==> config.mk <==
export PLATFORM = sky130hd
export DESIGN_NAME = uart_core_ex
export DESIGN_NICKNAME = d
export VERILOG_FILES = /design/src/rtl/uart_core_ex.sv
export SDC_FILE = /design/constraint.sdc
export NUM_CORES = 1
export LEC_CHECK = 0
export CAP_MARGIN = 10
export CORE_MARGIN = 1
export CORE_UTILIZATION = 50
export DETAILED_ROUTE_END_ITERATION = 8
export PLACE_DENSITY = 0.8
export SLEW_MARGIN = 20
export SYNTH_ARGS = -nofsm -noshare
export SYNTH_HDL_FRONTEND = slang
export SYNTH_SLANG_ARGS = --single-unit
==> constraint.sdc <==
create_clock -name clk -period 2.7 [get_ports clk]
set_input_delay 0.81 -clock clk [delete_from_list [all_inputs] [get_ports clk]]
set_output_delay 0.81 -clock clk [all_outputs]
set_load 0.1 [all_outputs]
==> src/rtl/uart_core_ex.sv <==
// uart_core_ex: full-duplex UART with configurable framing, 16x oversampled
// receive, first-word-fall-through RX FIFO and sticky error flags.
//
// TX FSM
//   state     | meaning
//   TX_IDLE   | line high, tx_ready asserted, waiting for tx_valid
//   TX_START  | driving the start bit (low)
//   TX_DATA   | shifting data bits out, LSB first
//   TX_PARITY | driving the parity bit (only when parity is enabled)
//   TX_STOP   | holding the line high for STOP_BITS bit times
//
// RX FSM
//   state     | meaning
//   RX_IDLE   | waiting for a falling edge on the synchronised line
//   RX_START  | start bit, re-checked mid-bit to reject glitches
//   RX_DATA   | sampling data bits mid-bit, LSB first
//   RX_PARITY | sampling and checking the parity bit
//   RX_STOP   | sampling the first stop bit, then push or flag
//   RX_BREAK  | frame error seen, waiting for the line to return high
module uart_core_ex #(
  parameter int DATA_WIDTH    = 8,
  parameter int PARITY_MODE   = 0,
  parameter int STOP_BITS     = 1,
  parameter int RX_FIFO_DEPTH = 4
) (
  input  logic                               clk,
  input  logic                               rst_n,
  input  logic [15:0]                        baud_div,
  input  logic [DATA_WIDTH-1:0]              tx_data,
  input  logic                               tx_valid,
  output logic                               tx_ready,
  output logic                               uart_tx,
  output logic [DATA_WIDTH-1:0]              rx_data,
  output logic                               rx_valid,
  input  logic                               rx_ready,
  input  logic                               uart_rx,
  output logic [$clog2(RX_FIFO_DEPTH):0]     rx_level,
  output logic                               tx_busy,
  output logic                               rx_busy,
  output logic                               frame_error,
  output logic                               parity_error,
  output logic                               overrun_error,
  input  logic                               err_clr
);

  localparam int AW = $clog2(RX_FIFO_DEPTH);
  localparam int LW = AW + 1;
  localparam logic [3:0] LAST_IDX = 4'(DATA_WIDTH - 1);
  localparam logic LAST_STOP = (STOP_BITS == 2);
  localparam logic PAR_ODD = (PARITY_MODE == 2);

  typedef enum logic [2:0] {TX_IDLE, TX_START, TX_DATA, TX_PARITY, TX_STOP} tx_state_t;
  typedef enum logic [2:0] {RX_IDLE, RX_START, RX_DATA, RX_PARITY, RX_STOP, RX_BREAK} rx_state_t;

  logic [1:0]  rst_pipe;
  logic        rst_n_sync;
  logic [15:0] div_m1;

  // Reset asserts immediately and releases two clocks after rst_n rises.
  always_ff @(posedge clk or negedge rst_n) begin
    if (!rst_n) rst_pipe <= 2'b00;
    else        rst_pipe <= {rst_pipe[0], 1'b1};
  end
  assign rst_n_sync = rst_pipe[1];

  // A divisor of zero behaves as one.
  assign div_m1 = (baud_div == 16'd0) ? 16'd0 : baud_div - 16'd1;

  // ---------------------------------------------------------------- TX
  tx_state_t             tx_state_q, tx_state_d;
  logic [15:0]           tx_div_q;
  logic [3:0]            tx_tick_q;
  logic [3:0]            tx_idx_q, tx_idx_d;
  logic [DATA_WIDTH-1:0] tx_shift_q, tx_shift_d;
  logic                  tx_stop_q, tx_stop_d;
  logic                  tx_par_q;
  logic                  uart_tx_q, uart_tx_d;
  logic                  tx_start, tx_tick, tx_bit_end;

  assign tx_start   = (tx_state_q == TX_IDLE) && tx_valid;
  assign tx_tick    = (tx_div_q == 16'd0);
  assign tx_bit_end = tx_tick && (tx_tick_q == 4'd15);

  // TX next-state and next line value; the line itself is registered.
  always_comb begin
    tx_state_d = tx_state_q;
    tx_shift_d = tx_shift_q;
    tx_idx_d   = tx_idx_q;
    tx_stop_d  = tx_stop_q;
    uart_tx_d  = uart_tx_q;
    unique case (tx_state_q)
      TX_IDLE: begin
        if (tx_valid) begin
          tx_state_d = TX_START;
          tx_shift_d = tx_data;
          uart_tx_d  = 1'b0;
        end
      end
      TX_START: begin
        if (tx_bit_end) begin
          tx_state_d = TX_DATA;
          tx_idx_d   = 4'd0;
          uart_tx_d  = tx_shift_q[0];
        end
      end
      TX_DATA: begin
        if (tx_bit_end) begin
          if (tx_idx_q == LAST_IDX) begin
            tx_stop_d = 1'b0;
            if (PARITY_MODE != 0) begin
              tx_state_d = TX_PARITY;
              uart_tx_d  = tx_par_q;
            end else begin
              tx_state_d = TX_STOP;
              uart_tx_d  = 1'b1;
            end
          end else begin
            tx_idx_d   = tx_idx_q + 4'd1;
            tx_shift_d = tx_shift_q >> 1;
            uart_tx_d  = tx_shift_q[1];
          end
        end
      end
      TX_PARITY: begin
        if (tx_bit_end) begin
          tx_state_d = TX_STOP;
          uart_tx_d  = 1'b1;
        end
      end
      TX_STOP: begin
        if (tx_bit_end) begin
          if (tx_stop_q == LAST_STOP) tx_state_d = TX_IDLE;
          else                        tx_stop_d  = 1'b1;
        end
      end
      default: begin
        tx_state_d = TX_IDLE;
        uart_tx_d  = 1'b1;
      end
    endcase
  end

  // TX state register, divider (restarted on handshake) and parity latch.
  always_ff @(posedge clk or negedge rst_n_sync) begin
    if (!rst_n_sync) begin
      tx_state_q <= TX_IDLE;
      tx_div_q   <= 16'd0;
      tx_tick_q  <= 4'd0;
      tx_idx_q   <= 4'd0;
      tx_shift_q <= '0;
      tx_stop_q  <= 1'b0;
      tx_par_q   <= 1'b0;
      uart_tx_q  <= 1'b1;
    end else begin
      tx_state_q <= tx_state_d;
      tx_idx_q   <= tx_idx_d;
      tx_shift_q <= tx_shift_d;
      tx_stop_q  <= tx_stop_d;
      uart_tx_q  <= uart_tx_d;
      if (tx_start) begin
        tx_div_q  <= div_m1;
        tx_tick_q <= 4'd0;
        tx_par_q  <= (^tx_data) ^ PAR_ODD;
      end else if (tx_tick) begin
        tx_div_q  <= div_m1;
        tx_tick_q <= tx_tick_q + 4'd1;
      end else begin
        tx_div_q  <= tx_div_q - 16'd1;
      end
    end
  end

  assign uart_tx  = uart_tx_q;
  assign tx_ready = (tx_state_q == TX_IDLE);
  assign tx_busy  = (tx_state_q != TX_IDLE);

  // ---------------------------------------------------------------- RX
  rx_state_t             rx_state_q, rx_state_d;
  logic                  rx_meta, rx_sync, rx_prev;
  logic [15:0]           rx_div_q;
  logic [3:0]            rx_tick_q;
  logic [3:0]            rx_idx_q, rx_idx_d;
  logic [DATA_WIDTH-1:0] rx_shift_q, rx_shift_d;
  logic                  rx_par_bad_q, rx_par_bad_d;
  logic                  rx_push_q, rx_push_d;
  logic                  set_fe, set_pe, set_oe;
  logic                  rx_fall, rx_tick, rx_sample, rx_bit_end;

  assign rx_fall    = rx_prev && !rx_sync;
  assign rx_tick    = (rx_div_q == 16'd0);
  assign rx_sample  = rx_tick && (rx_tick_q == 4'd7);
  assign rx_bit_end = rx_tick && (rx_tick_q == 4'd15);

  // Two-flop synchroniser plus a delayed copy for falling-edge detection.
  always_ff @(posedge clk or negedge rst_n_sync) begin
    if (!rst_n_sync) begin
      rx_meta <= 1'b1;
      rx_sync <= 1'b1;
      rx_prev <= 1'b1;
    end else begin
      rx_meta <= uart_rx;
      rx_sync <= rx_meta;
      rx_prev <= rx_sync;
    end
  end

  // RX next-state, mid-bit sampling and frame/parity verdicts.
  always_comb begin
    rx_state_d   = rx_state_q;
    rx_idx_d     = rx_idx_q;
    rx_shift_d   = rx_shift_q;
    rx_par_bad_d = rx_par_bad_q;
    rx_push_d    = 1'b0;
    set_fe       = 1'b0;
    set_pe       = 1'b0;
    unique case (rx_state_q)
      RX_IDLE: begin
        if (rx_fall) begin
          rx_state_d   = RX_START;
          rx_par_bad_d = 1'b0;
        end
      end
      RX_START: begin
        if (rx_sample && rx_sync) begin
          rx_state_d = RX_IDLE;
        end else if (rx_bit_end) begin
          rx_state_d = RX_DATA;
          rx_idx_d   = 4'd0;
        end
      end
      RX_DATA: begin
        if (rx_sample) rx_shift_d = {rx_sync, rx_shift_q[DATA_WIDTH-1:1]};
        if (rx_bit_end) begin
          if (rx_idx_q == LAST_IDX) rx_state_d = (PARITY_MODE != 0) ? RX_PARITY : RX_STOP;
          else                      rx_idx_d   = rx_idx_q + 4'd1;
        end
      end
      RX_PARITY: begin
        if (rx_sample) begin
          rx_par_bad_d = (rx_sync != ((^rx_shift_q) ^ PAR_ODD));
          set_pe       = rx_par_bad_d;
        end
        if (rx_bit_end) rx_state_d = RX_STOP;
      end
      RX_STOP: begin
        if (rx_sample) begin
          if (!rx_sync) begin
            set_fe     = 1'b1;
            rx_state_d = RX_BREAK;
          end else begin
            rx_state_d = RX_IDLE;
            rx_push_d  = !rx_par_bad_q;
          end
        end
      end
      RX_BREAK: begin
        if (rx_sync) rx_state_d = RX_IDLE;
      end
      default: rx_state_d = RX_IDLE;
    endcase
  end

  // RX state register and divider, restarted on the start-bit edge.
  always_ff @(posedge clk or negedge rst_n_sync) begin
    if (!rst_n_sync) begin
      rx_state_q   <= RX_IDLE;
      rx_div_q     <= 16'd0;
      rx_tick_q    <= 4'd0;
      rx_idx_q     <= 4'd0;
      rx_shift_q   <= '0;
      rx_par_bad_q <= 1'b0;
      rx_push_q    <= 1'b0;
    end else begin
      rx_state_q   <= rx_state_d;
      rx_idx_q     <= rx_idx_d;
      rx_shift_q   <= rx_shift_d;
      rx_par_bad_q <= rx_par_bad_d;
      rx_push_q    <= rx_push_d;
      if ((rx_state_q == RX_IDLE) && rx_fall) begin
        rx_div_q  <= div_m1;
        rx_tick_q <= 4'd0;
      end else if (rx_tick) begin
        rx_div_q  <= div_m1;
        rx_tick_q <= rx_tick_q + 4'd1;
      end else begin
        rx_div_q  <= rx_div_q - 16'd1;
      end
    end
  end

  assign rx_busy = (rx_state_q == RX_START) || (rx_state_q == RX_DATA) ||
                   (rx_state_q == RX_PARITY) || (rx_state_q == RX_STOP);

  // ---------------------------------------------------------------- FIFO
  logic [DATA_WIDTH-1:0] fifo_mem [RX_FIFO_DEPTH];
  logic [AW-1:0]         wr_ptr_q, rd_ptr_q;
  logic [LW-1:0]         count_q;
  logic                  fifo_full, do_pop, do_push;

  // rx_shift_q is stable in the cycle after the stop sample, so it is the push data.
  assign fifo_full = (count_q == LW'(RX_FIFO_DEPTH));
  assign do_pop    = rx_valid && rx_ready;
  assign do_push   = rx_push_q && (!fifo_full || do_pop);
  assign set_oe    = rx_push_q && fifo_full && !do_pop;

  // FIFO storage; contents are don't-care until written.
  always_ff @(posedge clk) begin
    if (do_push) fifo_mem[wr_ptr_q] <= rx_shift_q;
  end

  // FIFO pointers and occupancy.
  always_ff @(posedge clk or negedge rst_n_sync) begin
    if (!rst_n_sync) begin
      wr_ptr_q <= '0;
      rd_ptr_q <= '0;
      count_q  <= '0;
    end else begin
      if (do_push) wr_ptr_q <= wr_ptr_q + AW'(1);
      if (do_pop)  rd_ptr_q <= rd_ptr_q + AW'(1);
      if (do_push && !do_pop)      count_q <= count_q + LW'(1);
      else if (do_pop && !do_push) count_q <= count_q - LW'(1);
    end
  end

  assign rx_valid = (count_q != '0);
  assign rx_level = count_q;
  assign rx_data  = rx_valid ? fifo_mem[rd_ptr_q] : '0;

  // Sticky error flags; a new error in the same cycle as err_clr wins.
  always_ff @(posedge clk or negedge rst_n_sync) begin
    if (!rst_n_sync) begin
      frame_error   <= 1'b0;
      parity_error  <= 1'b0;
      overrun_error <= 1'b0;
    end else begin
      if (set_fe)       frame_error   <= 1'b1;
      else if (err_clr) frame_error   <= 1'b0;
      if (set_pe)       parity_error  <= 1'b1;
      else if (err_clr) parity_error  <= 1'b0;
      if (set_oe)       overrun_error <= 1'b1;
      else if (err_clr) overrun_error <= 1'b0;
    end
  end

endmodule

# Yosys cells after proc, flatten, opt, wreduce, memory -nomap -nowiden
# Memories as Yosys holds them, arrays and structs flattened.
# Cells that the tools add are included.
# Widths: inputs -> output; s select.
[op_classes]
muxes = 71
eq_ne = 35
shift = 0
multipliers = 0
addsub = 11
div_mod_pow = 0
n_reduce_logical = 50
order_cmp = 0
n_bitwise = 1
[op_table]
columns = ["operator", "n"]
rows = [
  ["$mux 16", 5],
  ["$mux 3", 18],
  ["$logic_not 16->1", 3],
  ["$sub 16x1->16 const B", 3],
  ["$mux 4", 11],
  ["$ne 2x2->1 const B", 18],
  ["$mux 8", 4],
  ["$mux 1", 25],
  ["$reduce_bool 2->1", 11],
  ["$pmux 3 s6", 1],
  ["$add 4x1->4 const B", 4],
  ["$pmux 4 s2", 2],
  ["$pmux 8 s2", 1],
  ["$pmux 3 s5", 1],
  ["$reduce_and 7->1", 2],
  ["$logic_and 1x1->1", 13],
  ["$eq 3x2->1 const B", 4],
  ["$eq 3x3->1 const B", 4],
  ["$eq 4x3->1 const B", 3],
  ["$reduce_and 4->1", 3],
  ["$reduce_and 5->1", 2],
  ["$eq 4x4->1 const B", 2],
  ["$reduce_xor 8->1", 1],
  ["$eq 3x1->1 const B", 2],
  ["other kinds (14)", 25],
]
[word_totals]
elab_cells = 193
memories = 1
mem_bits_ro = 0
inputBits = 30
latch_bits = 0
mem_bits_rw = 32
register_bits = 89
[mem_list]
columns = ["name", "words", "word_bits", "rd", "rd_clocked_by_memory_dff", "wr", "line_no", "rtl"]
rows = [
  ["fifo_mem", 4, 8, 1, 0, 1, "295", "logic [DATA_WIDTH-1:0] fifo_mem [RX_FIFO_DEPTH];"],
]

# Longest topological paths before layout
[depth]
depth_word = 8
mapped_depth = 10
depth_no_buf = 8

# Least setup slack after synthesis
# OpenSTA, ideal clock, no wires.
[synth_path]
kind = "reg-to-output"
start = "register tx_state_q[1]"
end = "output tx_busy"
path_buffers = 1
path_slack_ps = -2129
arrival_time_ps = 4019
path_stages_with_launch = 4
cell_sequence = "dfrtp_1 clkbuf_1 nor3_1 inv_1"
[synth_between]
elab_chain_cells = 1
[synth_rtl]
columns = ["item", "line_no", "rtl"]
rows = [
  ["start: declaration", "70", "tx_state_t tx_state_q, tx_state_d;"],
  ["start signal: assignment", "155", "tx_state_q <= tx_state_d;"],
  ["$reduce_bool 3->1", "175", "assign tx_busy = (tx_state_q != TX_IDLE);"],
  ["end: declaration", "38", "output logic tx_busy,"],
]
# Every way passes these cells.

# Worst setup path after layout
[layout_path]
start = "register rx_div_q[1]"
end = "register rx_idx_q[3]"
[layout_between]
elab_chain_cells = 5
[layout_rtl]
columns = ["item", "line_no", "rtl"]
rows = [
  ["start: declaration", "180", "logic [15:0] rx_div_q;"],
  ["start signal: assignment", "280", "rx_div_q <= div_m1;"],
  ["start signal: assignment", "283", "rx_div_q <= div_m1;"],
  ["start signal: assignment", "286", "rx_div_q <= rx_div_q - 16'd1;"],
  ["$logic_not 16->1 (*)", "190", "assign rx_tick = (rx_div_q == 16'd0);"],
  ["$logic_and 1x1->1", "191", "assign rx_sample = rx_tick && (rx_tick_q == 4'd7);"],
  ["$logic_and 1x1->1", "224", "if (rx_sample && rx_sync) begin"],
  ["$ne 2x2->1 (no line)", "--", ""],
  ["$reduce_and 5->1 (no line) (*)", "--", ""],
  ["end signal: assignment", "275", "rx_idx_q <= rx_idx_d;"],
  ["end: declaration", "182", "logic [3:0] rx_idx_q, rx_idx_d;"],
]
# Mark *: on every way between the ends. The rest lies on a longest branch, timed or not.
# A chain may end at the register's enable or synchronous reset.

==> metrics.md <==
| Metric | Value |
|---|---|
| Largest net degree at the start of global routing | `87` |
| PnR worst setup slack | `54.0 ps` |
| CTS Root Buffer Type | `clkbuf_16` |
| Critical path peak fanout | `5` |
| Multi-input gate area | `between 2000 and 3000 µm²` |
| Cells after Synth | `575` |
| Clock network fraction of total power | `47.2%` |
| Worst Setup Start Kind | `register` |
| CTS resizes | `2` |
| Crit path kind | `register to register` |
| Mapped Area | `6140 µm²` |
| Die area | `12700 µm²` |
| Leakage power | `3.33 nW` |
| Initial DRC Count | `298` |
| Die W | `113 µm` |
| Die height | `113 µm` |
| Final wirelength | `13500 µm` |
| Asr flop ratio synth | `roughly 73%` |
| Post-Synthesis Net Count | `between 600 and 700` |
| Primary FF master, synth | `dfrtp_1` |
| Critical R2R Launch | `rx_div_q[1]` |
| Grt ovf | `0` |
| Combinational Power Share | `10.5%` |
| Data required, critical path | `3020 ps` |
| Hold Buf Count CTS | `0` |
| PwrDens | `637 nW/µm²` |
| Unique masters post-synth | `59` |
| Wirelength per Cell | `roughly 16 µm` |
| DRC Markers | `0` |
| CP arrival | `roughly 3000 ps` |
| H-tree depth | `4` |
| Layout cells sized above 1 | `23.4%` |
| Worst R2R End | `rx_idx_q[3]` |
| Final hold slack | `348 ps` |
| Worst slew pin tran | `1010 ps` |
| Number of global-route vias before repair | `about 4800` |
| DR pass1 iterations | `5` |
| Final setup fails | `0` |
| Tot GR Track Use | `22.8%` |
| Fillers | `879` |
| NetSw | `1.21 mW` |
| Relative slew slack | `32.6%` |
| Antenna violations before repair | `0` |
| EDFF count, synth | `32` |
| Skew-Pair Late Insertion Delay | `410 ps` |
| #FFs+latches synth | `120` |
| DP Cell Count | `~800` |
| HP Class | `register to async pin` |
| Avg Inst Size Synth | `10.7 µm²` |
| Final core utilization | `between 60% and 70%` |
| Core Rows | `40` |
| I/O Buffers | `48` |
| Ys Warns | `0` |
| Setup crit end kind | `register` |
| Hold Fails Final Rpt | `0` |
| Via count | `4663` |
| DP HPWL | `approximately 9400 µm` |
| Max-Cap Viols | `0` |
| Final slew viol count | `0` |
| CTS tree | `built` |
| Clock-pin slew on the worst setup and hold paths | `60 ps` |
| Starting Density | `51.1%` |
| Count of non-filler cells in the finished layout | `826` |
| Reg2Reg Depth | `7` |
| Peak VDD IR | `approximately 0.46 mV` |
| Storage cell area | `roughly 3200 µm²` |
| Fmax | `378 MHz` |
| Final nets | `710` |
| Sequential Power Share | `42.3%` |
| RePlAce Congestion | `0.891` |
| Area growth, synth to finish | `29.3%` |
| Total clock buffers created by CTS | `17` |
| Internal Power | `3.85 mW` |
| Core footprint | `roughly 12000 µm²` |
| Vias/cell | `5.65` |
| Setup Buffers After CTS | `0` |
| Pre-CTS WS | `-517 ps` |
| Status | `completed` |
| Num Clock Sinks | `120` |
| Worst reg2reg setup slack | `about 54 ps` |
| Sw Share | `23.9%` |
| Unrepaired setup endpoints after global routing | `no` |
| # IOs | `49` |
| ANT cells | `0` |
| Seq/Total Area, Yosys | `slightly above 50%` |
| First-pass GRT wire length | `22500 µm` |
| Max Root-Sink Buffers | `2` |
| Final worst path period need | `around 2600 ps` |
| Crit share post-route | `98.0%` |
| Antenna viol nets, final | `0` |
| Worst Clk Skew | `around 8.4 ps` |
worst max path at each step:
stage,cells after the start,endpoint,from
floorplan,3,tx_busy,tx_state_q[1]
global placement,8,rx_div_q[14],baud_div[0]
detailed placement,8,rx_div_q[10],baud_div[0]
CTS,6,rx_shift_q[0],rx_div_q[1]
global route,7,rx_idx_q[3],rx_div_q[1]
finish,7,rx_idx_q[3],rx_div_q[1]
critical path: stages, from the launching register on:
cell and delay, ps:
dfrtp_1 400, inv_1 60, ha_1 190, or4b_1 510, or2_1 330, or4_1 590
or2_4 280, o31ai_2 210
layout by cell type, fill, tap and decap left out, types with 4 or more instances in the layout:
master	count
dfrtp_1	80
nand2_1	60
buf_4	54
nor2_1	49
edfxtp_1	32
clkdlybuf4s50_1	29
o21ai_0	28
xnor2_1	23
xor2_1	22
a21oi_1	20
inv_1	18
mux2_2	18
clkbuf_16	17
nand3_1	16
nor3_1	15
buf_12	15
mux2i_1	12
ha_1	12
nor4_1	11
or3_1	9
and2_1	8
mux4_2	8
and2_4	8
nand2b_1	8
o31ai_1	8
or4_1	8
nand3b_1	4
nor3b_1	4
nor2b_1	4
o21ai_1	4
bufinv_16	4
dfstp_2	4
registers in the layout, indices dropped and copies added (netlist names), 4 cells and up:
signal	count
tx_div_q	16
rx_idx_q	4
tx_tick_q	4
rx_div_q	16
rx_shift_q	8
fifo_mem	32
tx_shift_q	8
rx_tick_q	4
tx_idx_q	4
logic make-up (layout without fill, tap and decap cells):
kind of cell / after synthesis / in the layout / synth area share [%]
muxes: 40 / 40 / 8.54
xor gates and xnor gates: 47 / 47 / 6.93
buffers and inverters: 45 / 149 / 2.81
DFF: 120 / 120 / 51.6
other: 1 / 1 / 0.0611
AOI/OAI and AO/OA: 79 / 79 / 7.71
adders and majority gates: 14 / 14 / 2.98
and+or+nand+nor: 229 / 229 / 19.4
power groups by stage:
stage | Combinational, mW | Clock [mW] | Sequential [mW]
after floorplan | 0.317 | 0 | 2.13
after global placement | 0.502 | 0 | 2.15
after detailed placement | 0.517 | 0 | 2.16
after CTS | 0.529 | 2.41 | 2.13
after global routing | 0.591 | 2.49 | 2.15
final | 0.532 | 2.38 | 2.14
per-layer routing:
metal | track usage, % | part of all wire [%] | up-vias
li1 | - | - | 2226
met1 | 26.7 | 42 | 2302
met2 | 39.4 | 52 | 111
met3 | 6.64 | 4.0 | 24
met4 | 9.33 | 2.0 | 0
met5 | 0 | 0 | -
layout make-up:
class,instances,area share [%]
sequential,120,40.0
clock inverter,11,2.14
inverter,18,0.851
clock buffer,21,5.80
tap,147,2.32
multi-input combinational,410,36.2
timing repair buffer,99,12.7
synthesized netlist by cell type, drive strengths merged, types with 9 or more instances:
master | number | area (µm²)
dfrtp | 84 | 2100
nand2 | 60 | 225
nor2 | 49 | 184
edfxtp | 32 | 961
o21ai | 32 | 160
clkbuf | 24 | 90.1
xnor2 | 24 | 210
a21oi | 22 | 110
xor2 | 22 | 193
mux2 | 19 | 214
inv | 18 | 67.6
nor3 | 17 | 85.1
and2 | 16 | 100
nand3 | 16 | 80.1
ha | 13 | 163
mux2i | 13 | 130
nor4 | 13 | 93.8
or3 | 10 | 67.6
o31ai | 9 | 72.6
or4 | 9 | 67.6
stage by stage:
| step | power, mW | cell area, µm² | setup TNS [ps] |
|---|---|---|---|
| floorplan | 2.45 | 6210 | -607 |
| global placement | 2.65 | 7290 | -10220 |
| detailed placement | 2.67 | 7290 | -12150 |
| CTS | 5.07 | 7930 | 0 |
| global route | 5.23 | 7940 | 0 |
| finish | 5.05 | 7940 | 0 |
Power figures use the tool's default switching activity.
==> RTL edit 1 (same settings) <==
The 6 states of `rx_state_t` get a one-hot encoding in 6 bits.
--- a/src/rtl/uart_core_ex.sv
+++ b/src/rtl/uart_core_ex.sv
@@ -51,5 +51,5 @@
 
   typedef enum logic [2:0] {TX_IDLE, TX_START, TX_DATA, TX_PARITY, TX_STOP} tx_state_t;
-  typedef enum logic [2:0] {RX_IDLE, RX_START, RX_DATA, RX_PARITY, RX_STOP, RX_BREAK} rx_state_t;
+  typedef enum logic [5:0] {RX_IDLE = 6'b000001, RX_START = 6'b000010, RX_DATA = 6'b000100, RX_PARITY = 6'b001000, RX_STOP = 6'b010000, RX_BREAK = 6'b100000} rx_state_t;
 
   logic [1:0]  rst_pipe;
Formal check against the unedited RTL: same outputs for any inputs over 10 cycles, from zero or initial values and one cycle with rst_n low; not proved beyond that.
==> RTL edit 1 against the unedited design <==
Die area is 1.0% higher. Routed wire length is 6.4% lower. Worst setup slack better by 0.0051 ns. Synthesized area is 1.0% higher. Global-route usage is 1.2 points lower. Final area is 1.4% lower. Hold slack worse by 0.0063 ns. Sequential power is 3% higher. Sequential cell count stayed put. Power is 2.1% lower. Largest cell class unchanged.
==> RTL edit 1: results (changes against the unedited design) <==
Status
  – Outcome: complete, no violations

Synthesis
  – Post-synth EDFFs: 32 (unchanged)
  – Adder-Cell Fraction of Synth Area: 2.95% (-0.031 points)
  – Synth area leaders: dfrtp_1, edfxtp_1, xor2_1
  – Sequential share of the synthesized area: 51.1% (-0.51 points)
  – Post-synth net total: 592 (-4.4%)
  – Compound-Gate Fraction of Synth Area: 7.30% (-0.40 points)
  – Commonest cells post-synth: dfrtp_1, nor2_1, nand2_1
  – Multiplexer area fraction after synthesis: 11.1% (+2.6 points)
  – Synth Area in XOR/XNOR: 5.65% (-1.3 points)
  – Synth cell types: 73 (+24%)

Placed design
  – Buffers on Ports: 47 (-2.1%)
  – Gpl congestion: 0.952 (+6.9%)
  – Worst slack, placed: -0.287 ns (+0.229 ns)
  – DPL Wire Length: 9030 µm (-3.5%)

STA
  – Tightest Pin Transition: 0.613 ns (-0.395 ns)
  – Tmin final: 2.64 ns (-0.00512 ns)
  – Clock Skew: 0.00558 ns (-0.00281 ns)

Critical path
  – Crit-path slowest cell: mux4_2
  – R2r setup slk: 0.30 ns (+0.25 ns)
  – Kind of cell adding the most delay to the critical path: multiplexers
  – Max stage delay on crit path: 0.50 ns (-0.09 ns)
  – R2R Path End: rx_idx_q[3]
  – CP max FO: 10 (+5)
  – Worst Setup SP: rd_ptr_q[0]
  – Crit path to: rx_data[7]
  – RR Startpoint: rx_div_q[0]

Drt
  – Starting DRT DRC Count: 296 (-0.67%)
  – DRC errors left: 0 (unchanged)
  – Routed WL per cell: 15.5 µm (-5.0%)
  – Number of detailed-route iterations in the first pass: 4 (-1)
  – DR vias/cell: 5.55 (-1.7%)

Final layout
  – Final nets: 677 (-4.6%)
  – Ant diodes: 0 (unchanged)
  – Layout cells sized above 1: 25.1% (+1.7 points)

CTS
  – Clock tree sinks: 120 (unchanged)
  – H-tree levels: 4 (unchanged)
  – Clock root buffer: clkbuf_16

GRT
  – Global-route wire length before repair: 21500 µm (-4.2%)
  – Tot GR Track Use: 21.6% (-1.2 points)
  – Largest net degree at the start of global routing: 48 (-45%)
  – Vias in the first global route: 4628 (-2.8%)
  – Grt ovf: 0 (unchanged)

Power
  – Worst vdd ir: 0.514 mV (+11%)
  – P_leak: 3.36 nW (+1.0%)
[RTL edit 1: cell types whose count changed after synthesis, sizes merged, moves of 4 or more]
cell    before  now
and3         1    5
nor2        49   39
clkbuf      24   13
nand3       16   22
nand2       60   38
xnor2       24   17
o31ai        9    4
mux2i       13   19
o21ai       32   26
a21oi       22   18
buf          3    9
mux2        19   26
[RTL edit 1: timing repair]
| item | in CTS | in global routing |
|---|---|---|
| cloned | 0 | 0 |
| setup endpoints to repair | 1 | 7 |
| buffers inserted | 0 | 0 |
| pin swaps | 0 | 0 |
| gates resized for setup | 1 | 5 |
[RTL edit 1: cell type report]
class	count	area, µm²
fill	894	4230
tap	168	210
clock inverter	15	129
inverter	21	82.6
multi-input combinational	385	2890
clock buffer	17	425
sequential	120	3180
timing repair buffer	88	921
[RTL edit 1: layer usage]
metal  global-route usage [%]  part of all wire [%]
met1                     26.8                    42
met3                     4.36                   4.5
met2                     35.9                    50
met5                        0                     0
met4                     11.6                   3.3
[RTL edit 1: stage by stage]
stage	setup TNS, ns	util [%]	hold slack (ns)	std cells	area, µm²
after CTS	0	64.7	0.349	814	7810
after global routing	0	64.9	0.359	814	7830
final	0	64.9	0.342	814	7830
after detailed placement	-5.67	60.1	0.336	782	7250
after global placement	-3.71	60.1	0.337	782	7250
after floorplan	-1.15	-	0.331	548	6230
[RTL edit 1: where the power goes]
| part | total, mW | leakage [nW] | switching (mW) | internal, mW |
|---|---|---|---|---|
| clock | 2.10 | 0.276 | 0.896 | 1.21 |
| combinational | 0.644 | 1.67 | 0.329 | 0.316 |
| sequential | 2.20 | 1.42 | 0.192 | 2.01 |
| total | 4.95 | 3.36 | 1.42 | 3.53 |
==> RTL edit 2 (config.mk and constraints unchanged) <==
Made on the original files. Set the parameter `RX_FIFO_DEPTH` to 2 (it was 4).
--- a/src/rtl/uart_core_ex.sv
+++ b/src/rtl/uart_core_ex.sv
@@ -22,5 +22,5 @@
   parameter int PARITY_MODE   = 0,
   parameter int STOP_BITS     = 1,
-  parameter int RX_FIFO_DEPTH = 4
+  parameter int RX_FIFO_DEPTH = 2
 ) (
   input  logic                               clk,
Ports: changed (resized rx_level); port bits go from 49 to 48. No check against the original RTL was run, so the function may have changed too.
==> RTL edit 2 against the unedited design <==
Final area is 17% lower. Clock skew is 0.0022 ns higher. Synthesized area is 12% lower. Routed wire length is 19% lower. Highest routed layer unchanged. Critical path depth is 1 lower. Power is 34% lower. Sequential cell count is 19 lower. Largest power group is now registers. Worst setup slack better by 0.10 ns.
==> RTL edit 2: results (changes against the unedited design) <==
Placed design
  – Placement Cell Area: 6420 µm² (-12%)
  – Buffers on Ports: 47 (-2.1%)
  – DPL Wire Length: 8170 µm (-13%)
  – Gpl congestion: 0.873 (-2.0%)
  – Placed Cells incl. Taps: 717 (-9.7%)

CTS
  – Clk slew on worst S/H paths: 0.09 ns (+0.03 ns)
  – H-tree levels: 3 (-1)
  – Post_cts resized: 0 (-2)
  – Clock root buffer: clkbuf_8
  – Clk_lat worst skew: 0.36 ns (-0.05 ns)
  – Total CTS buffers: 9 (-8)

Critical path
  – CP Launch Type: input pin
  – R2r setup slk: 0.25 ns (+0.20 ns)
  – Reg2Reg Depth: 5 (-2)
  – RR Startpoint: rx_div_q[11]
  – Worst Setup SP: baud_div[5]
  – R2R Path End: rx_shift_q[3]
  – Crit path to: rx_div_q[10]
  – Worst Path Arrival: 2.79 ns (-0.18 ns)

Power
  – Worst vdd ir: 0.319 mV (-31%)
  – Top Consumer: registers
  – Logic pwr share: 16.7% (+6.2 points)
  – Switching Fraction: 29.1% (+5.2 points)
  – P_leak: 2.73 nW (-18%)

Drt
  – DRT Wirelength: 10800 µm (-19%)
  – Metal-1 WL: 4840 µm (-13%)
  – Vias: 4063 (-13%)
  – Top Metal Used: met4
  – Starting DRT DRC Count: 206 (-31%)
  – WL met2: 5390 µm (-24%)

GRT
  – Met1 Track Usage GR: 26.7% (about the same)
  – Global-route wire length before repair: 18600 µm (-17%)
  – Largest net degree at the start of global routing: 45 (-48%)
  – GRT met2 Usage: 35.7% (-3.8 points)
  – Tot GR Track Use: 20.8% (-2.1 points)

Status
  – Outcome: complete, no violations

Final layout
  – Largest registers: fifo_mem x16, rx_div_q x16, tx_div_q x16
  – Final nets: 632 (-11%)
  – Post-route insts no fill: 733 (-11%)
  – Layout cells sized above 1: 21.8% (-1.6 points)

STA
  – Hold Worst Slack: 0.330 ns (-0.0178 ns)
  – Max-slew headroom: 53.0% (+20 points)

Synthesis
  – Post-synth net total: 553 (-11%)
  – Cells after Synth: 513 (-11%)
  – Post-synth EDFFs: 16 (-50%)
  – Synth area leaders: dfrtp_1, edfxtp_1, mux2_2
  – Share of flip-flops with an asynchronous set or reset: 84.2% (+11 points)
  – Commonest cells post-synth: dfrtp_1, nor2_1, nand2_1
## RTL edit 2: critical path, cell delays in order
cell and delay [ns]:
clkdlybuf4s50_1 0.42, or4_4 0.54, or2_2 0.35, or3_1 0.38
mux2i_1 0.19, mux2i_1 0.10
## RTL edit 2: cell type report
cell class / count / area, µm²
inverter: 15 / 60.1
clock inverter: 4 / 23.8
clock buffer: 12 / 145
timing repair buffer: 83 / 833
tap: 136 / 170
multi-input combinational: 382 / 2740
fill: 810 / 3830
sequential: 101 / 2620
## RTL edit 2: kinds of logic after synthesis
logic type      Yosys count  synth area share (%)
compound gates           76                  8.44
simple gates            196                  20.7
buf+inv                  30                  2.22
fa+ha+maj                10                  2.31
flops                   101                  48.3
mux                      47                  9.27
other cells               1                0.0693
xor+xnor                 52                  8.67
## RTL edit 2: stage by stage
step | power [mW] | setup slack [ns]
after CTS | 3.35 | 0.160
after global routing | 3.50 | 0.0469
after global placement | 2.46 | -0.199
after detailed placement | 2.50 | -0.217
after floorplan | 2.29 | -0.238
final | 3.33 | 0.155
